File: src/rtl/bip_program_loader.sv
`timescale 1ns/1ps
// bip_program_loader: writer side of the BIP I instruction path.
// Packs pairs of UART bytes into 16-bit instruction words, writes them
// sequentially into program memory and holds the CPU in reset until a HALT
// word (opcode 5'b00000) has been stored.
// Optional feature: define BIP_LOADER_CHECKSUM_EN to require a trailing
// XOR checksum byte after the HALT word before the load is accepted.
module bip_program_loader #(
  parameter int unsigned PM_ADDR_W = 11,
  parameter int unsigned INSTR_W   = 16
) (
  input  logic                 clk,
  input  logic                 rst_n,
  input  logic                 start,
  input  logic [7:0]           rx_data,
  input  logic                 rx_valid,
  output logic                 pm_wr_en,
  output logic [PM_ADDR_W-1:0] pm_addr,
  output logic [INSTR_W-1:0]   pm_wr_data,
  output logic                 cpu_hold,
  output logic                 load_done,
  output logic                 load_error,
  output logic [PM_ADDR_W:0]   prog_len
);

  // An instruction word is always exactly two UART bytes.
  if (INSTR_W != 16) begin : g_bad_instr_w
    $error("bip_program_loader: INSTR_W must be 16");
  end

  typedef enum logic [2:0] {
    S_IDLE,
    S_HI,
    S_LO,
    S_WR,
`ifdef BIP_LOADER_CHECKSUM_EN
    S_CSUM,
`endif
    S_DONE,
    S_ERR
  } state_e;

  state_e               state_q, state_d;
  logic [7:0]           hi_q, hi_d;
  logic [PM_ADDR_W-1:0] addr_q, addr_d;
  logic [INSTR_W-1:0]   wdata_q, wdata_d;
  logic [PM_ADDR_W:0]   len_q, len_d;

  logic is_halt;
  logic addr_full;
  logic wr_continues;

  assign is_halt      = (wdata_q[INSTR_W-1 -: 5] == 5'b00000);
  assign addr_full    = (addr_q == '1);
  // A write that neither stores HALT nor fills memory keeps the load going,
  // so a byte arriving in that same cycle is the next high byte.
  assign wr_continues = !is_halt && !addr_full;

`ifdef BIP_LOADER_CHECKSUM_EN
  logic [7:0] csum_q, csum_d;
  logic       byte_acc;

  // Flags every data byte that enters an instruction word.
  always_comb begin
    byte_acc = 1'b0;
    if (rx_valid) begin
      case (state_q)
        S_HI, S_LO: byte_acc = 1'b1;
        S_WR:       byte_acc = wr_continues;
        default:    byte_acc = 1'b0;
      endcase
    end
  end

  // Running XOR of accepted data bytes, cleared by start.
  always_comb begin
    csum_d = csum_q;
    if (start) begin
      csum_d = '0;
    end else if (byte_acc) begin
      csum_d = csum_q ^ rx_data;
    end
  end

  // Checksum register.
  always_ff @(posedge clk or negedge rst_n) begin
    if (!rst_n) begin
      csum_q <= '0;
    end else begin
      csum_q <= csum_d;
    end
  end
`endif

  // State register.
  always_ff @(posedge clk or negedge rst_n) begin
    if (!rst_n) begin
      state_q <= S_IDLE;
    end else begin
      state_q <= state_d;
    end
  end

  // Next-state logic; start overrides everything, including a same-cycle byte.
  always_comb begin
    state_d = state_q;
    if (start) begin
      state_d = S_HI;
    end else begin
      case (state_q)
        S_HI: begin
          if (rx_valid) state_d = S_LO;
        end
        S_LO: begin
          if (rx_valid) state_d = S_WR;
        end
        S_WR: begin
          if (is_halt) begin
`ifdef BIP_LOADER_CHECKSUM_EN
            state_d = S_CSUM;
`else
            state_d = S_DONE;
`endif
          end else if (addr_full) begin
            state_d = S_ERR;
          end else if (rx_valid) begin
            state_d = S_LO;
          end else begin
            state_d = S_HI;
          end
        end
`ifdef BIP_LOADER_CHECKSUM_EN
        S_CSUM: begin
          if (rx_valid) state_d = (rx_data == csum_q) ? S_DONE : S_ERR;
        end
`endif
        default: state_d = state_q;
      endcase
    end
  end

  // Datapath next values: high byte, address, word and length.
  always_comb begin
    hi_d    = hi_q;
    addr_d  = addr_q;
    wdata_d = wdata_q;
    len_d   = len_q;
    if (start) begin
      addr_d = '0;
      len_d  = '0;
    end else begin
      case (state_q)
        S_HI: begin
          if (rx_valid) hi_d = rx_data;
        end
        S_LO: begin
          if (rx_valid) wdata_d = {hi_q, rx_data};
        end
        S_WR: begin
          len_d = len_q + 1'b1;
          if (wr_continues) begin
            addr_d = addr_q + 1'b1;
            if (rx_valid) hi_d = rx_data;
          end
        end
        default: ;
      endcase
    end
  end

  // Datapath registers.
  always_ff @(posedge clk or negedge rst_n) begin
    if (!rst_n) begin
      hi_q    <= '0;
      addr_q  <= '0;
      wdata_q <= '0;
      len_q   <= '0;
    end else begin
      hi_q    <= hi_d;
      addr_q  <= addr_d;
      wdata_q <= wdata_d;
      len_q   <= len_d;
    end
  end

  // Moore outputs decoded from the current state.
  always_comb begin
    pm_wr_en   = (state_q == S_WR);
    cpu_hold   = (state_q != S_DONE);
    load_done  = (state_q == S_DONE);
    load_error = (state_q == S_ERR);
  end

  assign pm_addr    = addr_q;
  assign pm_wr_data = wdata_q;
  assign prog_len   = len_q;

endmodule

File: config.mk
export PLATFORM = sky130hd
export DESIGN_NAME = bip_program_loader
export DESIGN_NICKNAME = d
export VERILOG_FILES = /design/src/rtl/bip_program_loader.sv
export SDC_FILE = /design/constraint.sdc
export NUM_CORES = 1
export LEC_CHECK = 0
export ABC_AREA = 1
export CORE_ASPECT_RATIO = 0.5
export CORE_UTILIZATION = 46
export DETAILED_ROUTE_END_ITERATION = 6
export PLACE_DENSITY = 0.79
export SKIP_CTS_REPAIR_TIMING = 1
export SYNTH_ARGS = -nofsm -noshare
export SYNTH_HDL_FRONTEND = slang
export SYNTH_SLANG_ARGS = --single-unit
export TNS_END_PERCENT = 50
File: constraint.sdc
create_clock -name clk -period 1.75 [get_ports clk]
set_clock_uncertainty 0.2 [all_clocks]
set_input_delay 0.35 -clock clk [delete_from_list [all_inputs] [get_ports clk]]
set_output_delay 0.35 -clock clk [all_outputs]
set_load 0.01 [all_outputs]
-- Word-level counts from Yosys, hierarchy flattened
Cells that the tools add are included.
- $add $sub $neg: 2
- eq/ne operators: 10
- multiplexer cells: 15
- bitwise logic cells: 1
- reduce and logical (&&, ||, !) cells: 12
- operators with widths (cell ; number):
    $mux W11 ; 3
    $mux W12 ; 2
    $mux W8 ; 2
    $pmux W8 S2 ; 1
    $mux W3 ; 5
    $add A12 B1 Y12 const B ; 1
    $add A11 B1 Y11 const B ; 1
    $eq A11 B11 Y1 const B ; 1
    $ne A3 B3 Y1 const B ; 3
    $pmux W3 S3 ; 1
    $reduce_and A3 Y1 ; 3
    $eq A3 B2 Y1 const B ; 2
    $eq A3 B3 Y1 const B ; 2
    $reduce_bool A2 Y1 ; 3
    $logic_not A5 Y1 ; 1
    $reduce_bool A4 Y1 ; 1
    $eq A3 B1 Y1 const B ; 1
    $logic_not A1 Y1 ; 2
    $mux W2 ; 1
    $ne A2 B1 Y1 const B ; 1
    $reduce_and A2 Y1 ; 1
    $logic_and A1 B1 Y1 ; 1
    $not A1 Y1 ; 1
- bits in registers: 50
- output and inout bits: 43
- logic and storage cells: 45

-- Logic depth before layout (Yosys ltp)
- word-level depth: 6
- gate-level depth with buffers: 9

-- Worst setup path after synthesis
No wires, ideal clock.
- kind: reg-to-reg
- from: reg addr_q[0] (netlist: pm_addr[0])
- to: reg addr_q[1] (netlist: pm_addr[1])
- arrival: 1.466 ns
- slack: -0.034 ns
- cell stages (with the launch flop): 10
- path buffers: 1
- period minus slack after synthesis: 1.784 ns
- cells stage by stage: dfrtp_1 ha_1 inv_1 nor2_1 nand3_1 nand3_1 nand2_1 buf_6 nand3_1 nand2_1
- word-level cells in the longest chain between the ends: 5
- elaborated cells on any way between the ends: 9
- ends and longest elaborated chain (what ; line ; text):
    start: declaration ; 45 ; logic [PM_ADDR_W-1:0] addr_q, addr_d;
    start signal: assignment ; 180 ; addr_q <= addr_d;
    parallel branches: the longest is 5 deep, another holds $add A11 B1 Y11 ; - ;
Parallel ways; which one is timed is not known. The select of a mux whose other input is x is not followed.
A chain may end at the register's enable or synchronous reset.

-- Final worst setup path
- from: reg len_q[10] (netlist: prog_len[10])
- to: out prog_len[10]
- RTL lines (what ; line ; text):
    start: declaration ; 47 ; logic [PM_ADDR_W:0] len_q, len_d;
    start signal: assignment ; 182 ; len_q <= len_d;
    end: declaration ; 23 ; output logic [PM_ADDR_W:0] prog_len
No word-level cell between the ends.

==> insert_results.sql <==
INSERT INTO impl_metrics (metric_group, metric, value, unit) VALUES
('drt', 'dr_total_vias', '2526', ''),
('sta', 'clock.fmax', '0.572', 'GHz'),
('critical_path', 'critical_path_buf_inv_count', '1', ''),
('finish', 'multiInputGateArea', '1270', 'um2'),
('drt', 'antenna_left', '0', ''),
('yosys', 'ys_seq_area_frac', '0.473', ''),
('finish', 'num_antenna_cells', '0', ''),
('min_path', 'min_path_type', 'reg2reg', ''),
('clock_tree', 'max-clock-path-buffers', '2', ''),
('global_routing', 'global_route.usage.met2', '0.350', ''),
('yosys', 'yosysUniqueCellTypes', '25', ''),
('drt', 'post_drt_via_cell_ratio', '5.30', ''),
('critical_path', 'setup.reg_to_reg.worst_slack', '0.06', 'ns'),
('clock_tree', 'cts_sinks', '50', ''),
('die', 'core-area', '5520', 'um2'),
('global_routing', 'grtUsageMet1', '0.309', ''),
('global_routing', 'gr-total-overflow', '0', ''),
('pwr', 'p_per_area', '1180', 'nW/um2'),
('sta', 'final-max-slew-violation-count', '0', ''),
('critical_path', 'worstSetupEndpointType', 'output pin', ''),
('critical_path', 'timing.critical_path.fanout_max', '2', ''),
('placed_design', 'dp_slack', '-0.276', 'ns'),
('clock_tree', 'cts_tree', 'built', ''),
('finish', 'nets', '418', ''),
('global_routing', 'grt_pass1_vias', '2234', ''),
('critical_path', 'timing.rr.start', 'pm_addr[5]$_DFFE_PN0P_', ''),
('critical_path', 'worst_path_dominant_cell_family', 'buffers and inverters', ''),
('die', 'num_rows', '19', ''),
('global_routing', 'groute.layer.met3.usage', '0.0457', ''),
('pwr', 'ir_worst_vdd', '0.802', 'mV'),
('critical_path', 'cp.required', '1.20', 'ns'),
('min_path', 'worst_hold_startpoint', 'hi_q[2]$_DFFE_PN0P_', ''),
('placed_design', 'post-dp-hpwl', '4590', 'um'),
('placed_design', 'buffer_ports.inserted', '54', ''),
('critical_path', 'worst-endpoint-arrival', '1.20', 'ns'),
('drt', 'first_iter_violations', '199', ''),
('flow_run', 'maxCapViolCount', '0', ''),
('sta', 'finalHoldWorstSlack', '0.277', 'ns'),
('die', 'top_level_i_o_count', '55', ''),
('global_routing', 'globalRouteTotalUtil', '0.220', ''),
('drt', 'postRouteWirelength', '6630', 'um'),
('placed_design', 'placed_cell_area', '3460', 'um2'),
('critical_path', 'critPathSlowestCell', 'sky130_fd_sc_hd__clkdlybuf4s50_1', ''),
('sta', 'timing.final.ws_setup', '0.000919', 'ns'),
('yosys', 'synth-warning-count', '0', ''),
('finish', 'drive_gt1_frac', '0.205', ''),
('die', 'die_span_y', '55.6', 'um'),
('drt', 'route.detailed.drc', '0', ''),
('die', 'design.die.area', '6070', 'um2'),
('yosys', 'ys_top_cells_by_area', 'sky130_fd_sc_hd__dfrtp_1 47%, sky130_fd_sc_hd__nand2_1 13%, sky130_fd_sc_hd__nand3_1 7.4%', ''),
('global_routing', 'grt_pass1_wl', '10400', 'um'),
('global_routing', 'number_of_antenna_violations_at_the_first_check_in_global_routing', '0', ''),
('critical_path', 'crit_path_cell_trace', 'clkdlybuf4s50_1', ''),
('yosys', 'post-synth-top-area-fraction', '0.473', ''),
('critical_path', 'reg2reg_depth', '9', ''),
('die', 'die_width', '109', 'um'),
('clock_tree', 'clockRootBuffer', 'sky130_fd_sc_hd__clkbuf_16', ''),
('sta', 'share_of_the_cycle_needed_by_the_critical_path_after_routing', '0.999', ''),
('yosys', 'synth_cells', '315', ''),
('clock_tree', 'cts_max_level', '2', ''),
('critical_path', 'timing_worst_setup_path_type', 'reg2out', ''),
('yosys', 'ys_ff_latch', '50', ''),
('critical_path', 'timing.critical_path.slowest_cell_delay', '0.54', 'ns'),
('finish', 'num-fill-cells', '408', ''),
('global_routing', 'grt_max_degree', '25', ''),
('sta', 'finalSetupViolations', '0', ''),
('status', 'run_status', 'finished, final reports clean', ''),
('critical_path', 'r2r-end', 'hi_q[6]$_DFFE_PN0P_', ''),
('yosys', 'post_synth.cell_area_avg', '8.39', 'um2'),
('sta', 'period_minus_slack', '1.75', 'ns'),
('yosys', 'synth.net_count', '329', '');
==> layout make-up <==
cell class / instances / share of cell area
Multi-Input combinational cell: 229 / 0.334
Sequential cell: 50 / 0.331
Timing Repair Buffer: 90 / 0.247
Clock buffer: 5 / 0.0329
Inverter: 28 / 0.0276
Tap cell: 73 / 0.0240
Clock inverter: 2 / 0.00395
==> cells in the mapped netlist <==
library cell,count
sky130_fd_sc_hd__dfrtp_1,50
sky130_fd_sc_hd__nand3_1,39
sky130_fd_sc_hd__buf_6,2
sky130_fd_sc_hd__o21bai_1,3
sky130_fd_sc_hd__nor2_1,32
sky130_fd_sc_hd__nand2_2,1
sky130_fd_sc_hd__nand2_4,1
sky130_fd_sc_hd__a21oi_1,4
sky130_fd_sc_hd__o2111ai_1,1
sky130_fd_sc_hd__ha_1,2
sky130_fd_sc_hd__mux2_2,6
sky130_fd_sc_hd__nor3_1,5
sky130_fd_sc_hd__o21ai_0,9
sky130_fd_sc_hd__nor4_4,1
sky130_fd_sc_hd__xor2_1,5
sky130_fd_sc_hd__mux2_4,10
sky130_fd_sc_hd__buf_2,4
sky130_fd_sc_hd__nor2_4,1
sky130_fd_sc_hd__nand4_4,1
sky130_fd_sc_hd__inv_1,25
sky130_fd_sc_hd__nand4_1,12
sky130_fd_sc_hd__nand2_1,95
sky130_fd_sc_hd__clkbuf_1,2
sky130_fd_sc_hd__inv_2,3
sky130_fd_sc_hd__nand3_2,1
==> registers in the layout (all words and copies together), names as in the netlist <==
name        count
pm_wr_data     16
prog_len       12
pm_addr        11
hi_q            8
state_q         3
==> metrics by stage <==
stage,power (mW),cells,util,TNS (ns)
after floorplan,2.64,315,-,0
after global placement,3.48,463,0.628,-3.09
after detailed placement,3.55,463,0.628,-4.44
after CTS,4.50,470,0.653,-2.92
after global routing,4.74,477,0.690,-0.460
final,4.49,477,0.690,0
==> cells by family after synthesis <==
kind of cell	Yosys count	share of synthesized area
simple gates	189	0.323
flops	50	0.473
buf+inv	36	0.0587
compound gates	17	0.0365
mux	16	0.0824
xor+xnor	5	0.0166
fa+ha+maj	2	0.00947
==> per-layer routing <==
layer  vias to the layer above  share of wire
li1                       1206              -
met1                      1217           0.43
met2                        93           0.50
met3                        10          0.058
met4                         0         0.0090
met5                         -              0
==> worst max-delay path by stage <==
| stage | startpoint | endpoint | slack [ns] | cells past startpoint |
|---|---|---|---|---|
| floorplan | pm_addr[1]$_DFFE_PN0P_ | pm_addr[0]$_DFFE_PN0P_ | 0.02 | 9 |
| global placement | rx_valid | hi_q[1]$_DFFE_PN0P_ | -0.16 | 7 |
| detailed placement | rx_valid | hi_q[6]$_DFFE_PN0P_ | -0.28 | 7 |
| CTS | state_q[0]$_DFFE_PN0P_ | load_done | -0.37 | 2 |
| global route | pm_addr[5]$_DFFE_PN0P_ | pm_addr[2]$_DFFE_PN0P_ | -0.06 | 9 |
| finish | prog_len[10]$_DFFE_PN0P_ | prog_len[10] | 0.0009 | 1 |
==> layout by cell type (no fill, tap or decap), types with 2 or more instances in the layout <==
cell type | netlist | final
sky130_fd_sc_hd__a21oi_1 | 4 | 4
sky130_fd_sc_hd__buf_12 | 0 | 2
sky130_fd_sc_hd__buf_4 | 0 | 33
sky130_fd_sc_hd__clkbuf_16 | 0 | 5
sky130_fd_sc_hd__clkdlybuf4s50_1 | 0 | 11
sky130_fd_sc_hd__clkinvlp_4 | 0 | 2
sky130_fd_sc_hd__dfrtp_1 | 50 | 43
sky130_fd_sc_hd__dfrtp_2 | 0 | 7
sky130_fd_sc_hd__dlymetal6s2s_1 | 0 | 42
sky130_fd_sc_hd__inv_1 | 25 | 24
sky130_fd_sc_hd__inv_2 | 3 | 4
sky130_fd_sc_hd__mux2_2 | 6 | 6
sky130_fd_sc_hd__mux2_4 | 10 | 10
sky130_fd_sc_hd__nand2_1 | 95 | 95
sky130_fd_sc_hd__nand2_4 | 1 | 2
sky130_fd_sc_hd__nand3_1 | 39 | 37
sky130_fd_sc_hd__nand3_2 | 1 | 3
sky130_fd_sc_hd__nand4_1 | 12 | 12
sky130_fd_sc_hd__nor2_1 | 32 | 30
sky130_fd_sc_hd__nor2_2 | 0 | 2
sky130_fd_sc_hd__nor3_1 | 5 | 3
sky130_fd_sc_hd__nor3_2 | 0 | 2
sky130_fd_sc_hd__o21ai_0 | 9 | 9
sky130_fd_sc_hd__o21bai_1 | 3 | 3
sky130_fd_sc_hd__xor2_1 | 5 | 5
==> report_power, final <==
part	total, mW	switching (mW)	internal [mW]
clock network	0.951	0.429	0.522
registers	1.68	0.214	1.47
logic	1.85	0.922	0.930
Note: power is estimated with default switching activity, not from simulation.
